[src/rtl/pattern_pkg.sv]
// Shared types and codes for the test-pattern generator control path.
package pattern_pkg;

    typedef enum logic [2:0] {
        ModeConst  = 3'b000,
        ModeRamp   = 3'b001,
        ModeWalk   = 3'b010,
        ModeBinary = 3'b011,
        ModeGray   = 3'b100,
        ModeTest   = 3'b101,
        ModeRsvd   = 3'b110
    } mode_e;

    typedef enum logic [1:0] {
        ValRamp  = 2'b00,
        ValConst = 2'b01,
        ValOne   = 2'b10,
        ValCnt   = 2'b11
    } valsel_e;

    typedef enum logic [1:0] {
        StIdle     = 2'b00,
        StActive   = 2'b01,
        StWaitLine = 2'b10
    } state_e;

    // deltaX codes driven on Xmode
    localparam logic [1:0] XmodeD0 = 2'b00;
    localparam logic [1:0] XmodeD1 = 2'b01;
    localparam logic [1:0] XmodeD4 = 2'b10;
    localparam logic [1:0] XmodeD8 = 2'b11;

endpackage

[src/rtl/pattern_mode_dec.sv]
// Combinational decode of the latched pattern mode into datapath enables and selects.
module pattern_mode_dec
    import pattern_pkg::*;
(
    input  logic [2:0] mode_i,
    input  logic [1:0] x_i,
    input  logic       active_i,
    input  logic       valid_i,
    output logic       b12_enb_o,
    output logic       b5_enb_o,
    output logic       ramp_enb_o,
    output logic       cnt_enb_o,
    output logic       test_o,
    output logic       bin_gray_o,
    output logic [1:0] xmode_o,
    output logic [1:0] val_sel_o
);

    // valid_i is low until the first frame after reset, forcing every output to 0
    always_comb begin
        b12_enb_o  = 1'b0;
        b5_enb_o   = 1'b0;
        ramp_enb_o = 1'b0;
        cnt_enb_o  = 1'b0;
        test_o     = 1'b0;
        bin_gray_o = 1'b0;
        xmode_o    = XmodeD0;
        val_sel_o  = 2'b00;
        if (valid_i) begin
            case (mode_i)
                ModeRamp: begin
                    ramp_enb_o = active_i;
                    xmode_o    = x_i;
                    val_sel_o  = ValRamp;
                end
                ModeWalk: begin
                    b12_enb_o = active_i;
                    val_sel_o = ValOne;
                end
                ModeBinary: begin
                    cnt_enb_o = active_i;
                    b12_enb_o = active_i;
                    val_sel_o = ValCnt;
                end
                ModeGray: begin
                    cnt_enb_o  = active_i;
                    b12_enb_o  = active_i;
                    bin_gray_o = 1'b1;
                    val_sel_o  = ValCnt;
                end
                ModeTest: begin
                    test_o    = 1'b1;
                    b5_enb_o  = active_i;
                    cnt_enb_o = active_i;
                    val_sel_o = ValCnt;
                end
                default: val_sel_o = ValConst;
            endcase
        end
    end

endmodule

[src/rtl/pattern_ctrl.sv]
// Frame/line sequencer of the test-pattern generator; latches Mode/X per frame.
module pattern_ctrl
    import pattern_pkg::*;
(
    input  logic       clk,
    input  logic       rst_n,
    input  logic       f_sync,
    input  logic       sync,
    input  logic       endLine,
    input  logic       endFrame,
    input  logic [1:0] X,
    input  logic [2:0] Mode,
    output logic       b12_enb,
    output logic       b5_enb,
    output logic       ramp_enb,
    output logic       cnt_enb,
    output logic       test,
    output logic       newLine,
    output logic       BinaryOrGray,
    output logic       delta,
    output logic [1:0] Xmode,
    output logic [1:0] ValSel
);

    state_e     state_q, state_d;
    logic [2:0] mode_q, mode_d;
    logic [1:0] x_q, x_d;
    logic       valid_q, valid_d;
    logic       new_line_q, new_line_d;
    logic       delta_q, delta_d;

    always_comb begin
        state_d    = state_q;
        mode_d     = mode_q;
        x_d        = x_q;
        valid_d    = valid_q;
        new_line_d = 1'b0;
        delta_d    = 1'b0;
        if (f_sync) begin
            mode_d     = Mode;
            x_d        = X;
            valid_d    = 1'b1;
            state_d    = StActive;
            new_line_d = 1'b1;
        end else begin
            case (state_q)
                StActive: begin
                    // endFrame wins over endLine and suppresses the delta pulse
                    if (endFrame) begin
                        state_d = StIdle;
                    end else if (endLine) begin
                        state_d = StWaitLine;
                        delta_d = (mode_q == ModeRamp);
                    end
                end
                StWaitLine: begin
                    if (sync) begin
                        state_d    = StActive;
                        new_line_d = 1'b1;
                    end else if (endFrame) begin
                        state_d = StIdle;
                    end
                end
                StIdle:  state_d = StIdle;
                default: state_d = StIdle;
            endcase
        end
    end

    always_ff @(posedge clk) begin
        if (rst_n) begin
            state_q    <= StIdle;
            mode_q     <= 3'b000;
            x_q        <= 2'b00;
            valid_q    <= 1'b0;
            new_line_q <= 1'b0;
            delta_q    <= 1'b0;
        end else begin
            state_q    <= state_d;
            mode_q     <= mode_d;
            x_q        <= x_d;
            valid_q    <= valid_d;
            new_line_q <= new_line_d;
            delta_q    <= delta_d;
        end
    end

    assign newLine = new_line_q;
    assign delta   = delta_q;

    pattern_mode_dec u_mode_dec (
        .mode_i     (mode_q),
        .x_i        (x_q),
        .active_i   (state_q == StActive),
        .valid_i    (valid_q),
        .b12_enb_o  (b12_enb),
        .b5_enb_o   (b5_enb),
        .ramp_enb_o (ramp_enb),
        .cnt_enb_o  (cnt_enb),
        .test_o     (test),
        .bin_gray_o (BinaryOrGray),
        .xmode_o    (Xmode),
        .val_sel_o  (ValSel)
    );

endmodule

[config.mk]
export PLATFORM = sky130hd
export DESIGN_NAME = pattern_ctrl
export DESIGN_NICKNAME = d
export VERILOG_FILES = /design/src/rtl/pattern_pkg.sv /design/src/rtl/pattern_mode_dec.sv /design/src/rtl/pattern_ctrl.sv
export SDC_FILE = /design/constraint.sdc
export NUM_CORES = 1
export LEC_CHECK = 0
export CORE_MARGIN = 4
export CORE_UTILIZATION = 42
export CTS_BUF_LIST = sky130_fd_sc_hd__clkbuf_8
export DETAILED_ROUTE_END_ITERATION = 7
export GPL_ROUTABILITY_DRIVEN = 1
export PLACE_DENSITY = 0.89
export SLEW_MARGIN = 0
export SYNTH_ARGS = -nofsm -noshare
export SYNTH_HDL_FRONTEND = slang
export SYNTH_SLANG_ARGS = --single-unit
[constraint.sdc]
create_clock -name clk -period 1.33 [get_ports clk]
set_input_delay 0.266 -clock clk [delete_from_list [all_inputs] [get_ports clk]]
set_output_delay 0.266 -clock clk [all_outputs]
set_load 0.05 [all_outputs]
== After elaboration in Yosys (flattened, before gate mapping) ==
Cells that the tools add are included.
W data, S select, Z words.

* Bits in registers: 10
* Input bits: 11
* Output and inout port bits: 12
* Logic and storage cells: 51

* Equality and inequality tests: 11
* Mux-type cells: 25
* Bitwise gates (word level): 2
* Reduce and logical (&&, ||, !) cells: 6

{| class="wikitable"
|+ Operator list
! kind !! count
|-
| $mux W1 || 16
|-
| $mux W2 || 7
|-
| $ne A4 B4 Y1 const B || 2
|-
| $eq A3 B2 Y1 const B || 2
|-
| $eq A3 B3 Y1 const B || 2
|-
| $ne A3 B3 Y1 const B || 2
|-
| $pmux W2 S3 || 1
|-
| $reduce_or A3 Y1 || 2
|-
| $reduce_or A5 Y1 || 1
|-
| $pmux W2 S2 || 1
|-
| $reduce_and A2 Y1 || 2
|-
| $eq A3 B1 Y1 const B || 1
|-
| $eq A2 B1 Y1 const B || 1
|-
| $eq A2 B2 Y1 const B || 1
|-
| $not A1 Y1 || 2
|-
| $reduce_or A2 Y1 || 1
|}

== Depth between registers and ports, before layout ==
* Word-level depth: 4
* Gate-level depth with buffers: 5
* Gate-level depth less buffers: 5

== Cells and area by module ==
From an unflattened synthesis, not the netlist that was laid out.

* Cell total of the unflattened synthesis: 68
* Area, all modules: 600.6 um2

{| class="wikitable"
|+ By module, submodules not included
! module !! times used !! cells each !! area an instance (um2) !! seq. area each (um2)
|-
| pattern_ctrl || 1 || 47 || 452.9 || 200.2
|-
| pattern_mode_dec || 1 || 21 || 147.6 || 0.0
|}

== Worst setup path before layout ==
No wires, ideal clock.

* Path type: register -> output
* Start point: reg mode_q[2]
* End point: out ValSel[1]
* Arrival time: 1.768 ns
* Data required time: 1.064 ns
* Slack: -0.704 ns
* Stages on the path, launching flop included: 3
* Path buffers: 0
* Cell sequence: dfxtp_1 -> or2b_1 -> a21boi_0

* Word-level cells in the longest chain between the ends: 4

{| class="wikitable"
|+ Ends and longest elaborated chain
! element !! line !! RTL
|-
| start: declaration || pattern_ctrl.sv:26 || <nowiki>logic [2:0] mode_q, mode_d;</nowiki>
|-
| start signal: assignment || pattern_ctrl.sv:80 || <nowiki>mode_q <= mode_d;</nowiki>
|-
| $eq A3 B2 Y1 / $eq A3 B3 Y1 (equally long branches) || pattern_mode_dec.sv:30 || <nowiki>case (mode_i)</nowiki>
|-
| $reduce_or A3 Y1 (no line) || -- ||
|-
| $pmux W2 S3 * || pattern_mode_dec.sv:30 ||
|-
| $mux W2 * || pattern_mode_dec.sv:29 || <nowiki>if (valid_i) begin</nowiki>
|-
| end: declaration || pattern_ctrl.sv:22 || <nowiki>output logic [1:0] ValSel</nowiki>
|}

Mark *: on every way between the ends. The rest lies on a longest branch, timed or not.

== Worst setup path in the final report ==
Ends and elaborated chain as after synthesis.

==> metrics <==
status=complete, but fails checks; failing checks=negative setup slack; IO Port Bufs=22; GPL Wtd Cong=0.818; Fin. Hold Viols=0; HP Class=reg -> reg; critical path class=reg -> out; maxcap violations=0; LEAKAGE=0.000457 uW; Core Util, Final=94.7%; startpoint types=flop; GR Util All Layers=18.7%; Tmin final=1.58 ns; Final period util=118%; Max Root-Sink Buffers=2; Post-Route WL=2070 um; vias post-DR=626; Starting Density=46.9%; Die ar.=0.00195 sq mm; sequential fraction of the synthesis area=36.4%; max-slew violations=0; Final #Nets=111; Via-to-Cell Ratio=5.69; worst setup margin=-0.246 ns; cts bufs inserted=3; H-tree Lvls=1; library cells used by synthesis=28; vias in the first global route=604; Post-Place Worst Slack=-0.107 ns; CORE AREA=0.00117 sq mm; Worst-path clk slew=0.04 ns; Syn Nets=76; worst slew pin tran=0.285 ns; ANT cells=0; #FFs+latches synth=10; Clock Skews=0.00733 ns; final number of setup-violating endpoints=10; most frequent cells in the layout=13 x buf_12, 10 x clkdlybuf4s50_1, 9 x nor2_1, 9 x buf_4, 7 x dfxtp_1; Main synth FF type=dfxtp_1; Initial DRC Count=18; Hold Slack=0.505 ns; antenna viol nets, final=0; IO Pins=23; post-synthesis instance area=549 sq um; Power Density=795 mW/mm^2; setup repair after global routing missed its margin=yes; Syn Area/Cell=8.72 sq um; # placed instances=105; crit-path max FO=5; # clock sinks=10; DRC=0; Pwr Total=881 uW; fraction of layout cells with a size suffix above 1=47.9%; Core Rows=12; die height=44.2 um; number of flops mapped to enable cells by yosys=0; Mapped Cells=63; yosys warns=0; R2R depth=5; Critical Path End Type=output pin; first-pass GRT wire length=2680 um; initial antenna violation count=0; Worst EP required=1.06 ns; CTS tree=yes; clock tree root driver cell=clkbuf_8; commonest non-fill, non-tap cell in the layout=buf_12; Arr. time, crit path=1.31 ns; Max Freq=0.635 GHz; Peak VDD IR=1.03 mV; Layout area overhead=102%; chip width=44.2 um; Congestion Overflow GR=0; hpwl dp=1180 um; largest net degree at the start of global routing=9; max_slew headroom=80.9%; TritonRoute pass-1 iters=4; asr flop ratio synth=0%; fin cells=110; hold path cells=2; routed length per placed instance=18.8 um; worst skew pair latency=0.24 ns
-- metrics by stage --
step	area (sq um)	TNS, ns
after floorplan	579	-0.187
after global placement	1000	-0.0627
after detailed placement	1000	-0.270
after CTS	1060	-1.66
after global routing	1110	-2.31
final	1110	-1.91
-- state kept, by name, indices dropped and copies added (netlist names) --
name / count
delta: 1
mode_q: 3
newLine: 1
state_q: 2
valid_q: 1
x_q: 2
-- cells in the mapped netlist, types with 2 or more instances --
cell type	instances	area share (%)
ha_1	2	4.6
a21oi_1	3	2.7
nor2_1	10	6.8
buf_2	2	1.8
nand2_1	3	2.0
nor2b_1	2	2.3
and3_1	3	3.4
inv_1	3	2.0
mux2i_1	5	9.1
o21a_1	2	2.7
dfxtp_1	10	36
nand2b_1	2	2.3
-- final cells by class --
class	instances	area [sq um]
clock buffers	3	41.3
fillers	34	62.6
inverters	3	11.3
multi-input cells	48	402
flip-flops and latches	10	209
well taps	14	17.5
repair buffers	32	428
-- per-layer routing --
layer / GRT usage, % / part of all wire (%) / vias to the layer above
met4: 7.23 / 2.6 / 0
met3: 4.07 / 8.0 / 8
met1: 21.3 / 39 / 290
li1: - / - / 285
met2: 33.4 / 50 / 43
met5: 0 / 0 / -
-- critical path, cell delays in order, from the launching register on --
cell	delay [ns]
dfxtp_4	0.36
or2b_1	0.26
buf_4	0.16
a21boi_4	0.15
buf_12	0.15
-- path summary, 6_finish.rpt --
check	from	to	slack (ns)
max	mode_q[2]$_SDFFE_PP0P_	ValSel[1]	-0.25
min	x_q[0]$_SDFFE_PP0P_	x_q[0]$_SDFFE_PP0P_	0.50
max reg2reg	state_q[1]$_SDFFE_PP0P_	state_q[0]$_SDFFE_PP0P_	0.03
min reg2reg	x_q[0]$_SDFFE_PP0P_	x_q[0]$_SDFFE_PP0P_	0.50
-- report_power, final --
group          switching, uW  total (uW)  internal (uW)
clock                    116         314            198
sequential              18.2         333            315
combinational            111         234            123
-- logic make-up (layout without fill, tap and decap cells) --
kind of cell | count (synthesis) | in the layout | synth area share, %
adder cells (fa/ha/maj) | 2 | 2 | 4.56
XOR/XNOR | 1 | 1 | 1.59
buffers and inverters | 5 | 38 | 3.87
AND/OR/NAND/NOR | 30 | 30 | 31.4
flip-flops | 10 | 10 | 36.4
multiplexers | 5 | 5 | 9.11
AO/OA/AOI/OAI | 10 | 10 | 13.0
-- what timing repair did --
item                                    in CTS  in global routing
pin swaps                                    2                  3
gates cloned                                 0                  0
resized for setup                            3                  9
endpoints found under the setup margin      10                 12
hold buffers                                 0                  0
setup buffers                                2                  0
Power figures use the tool's default switching activity.
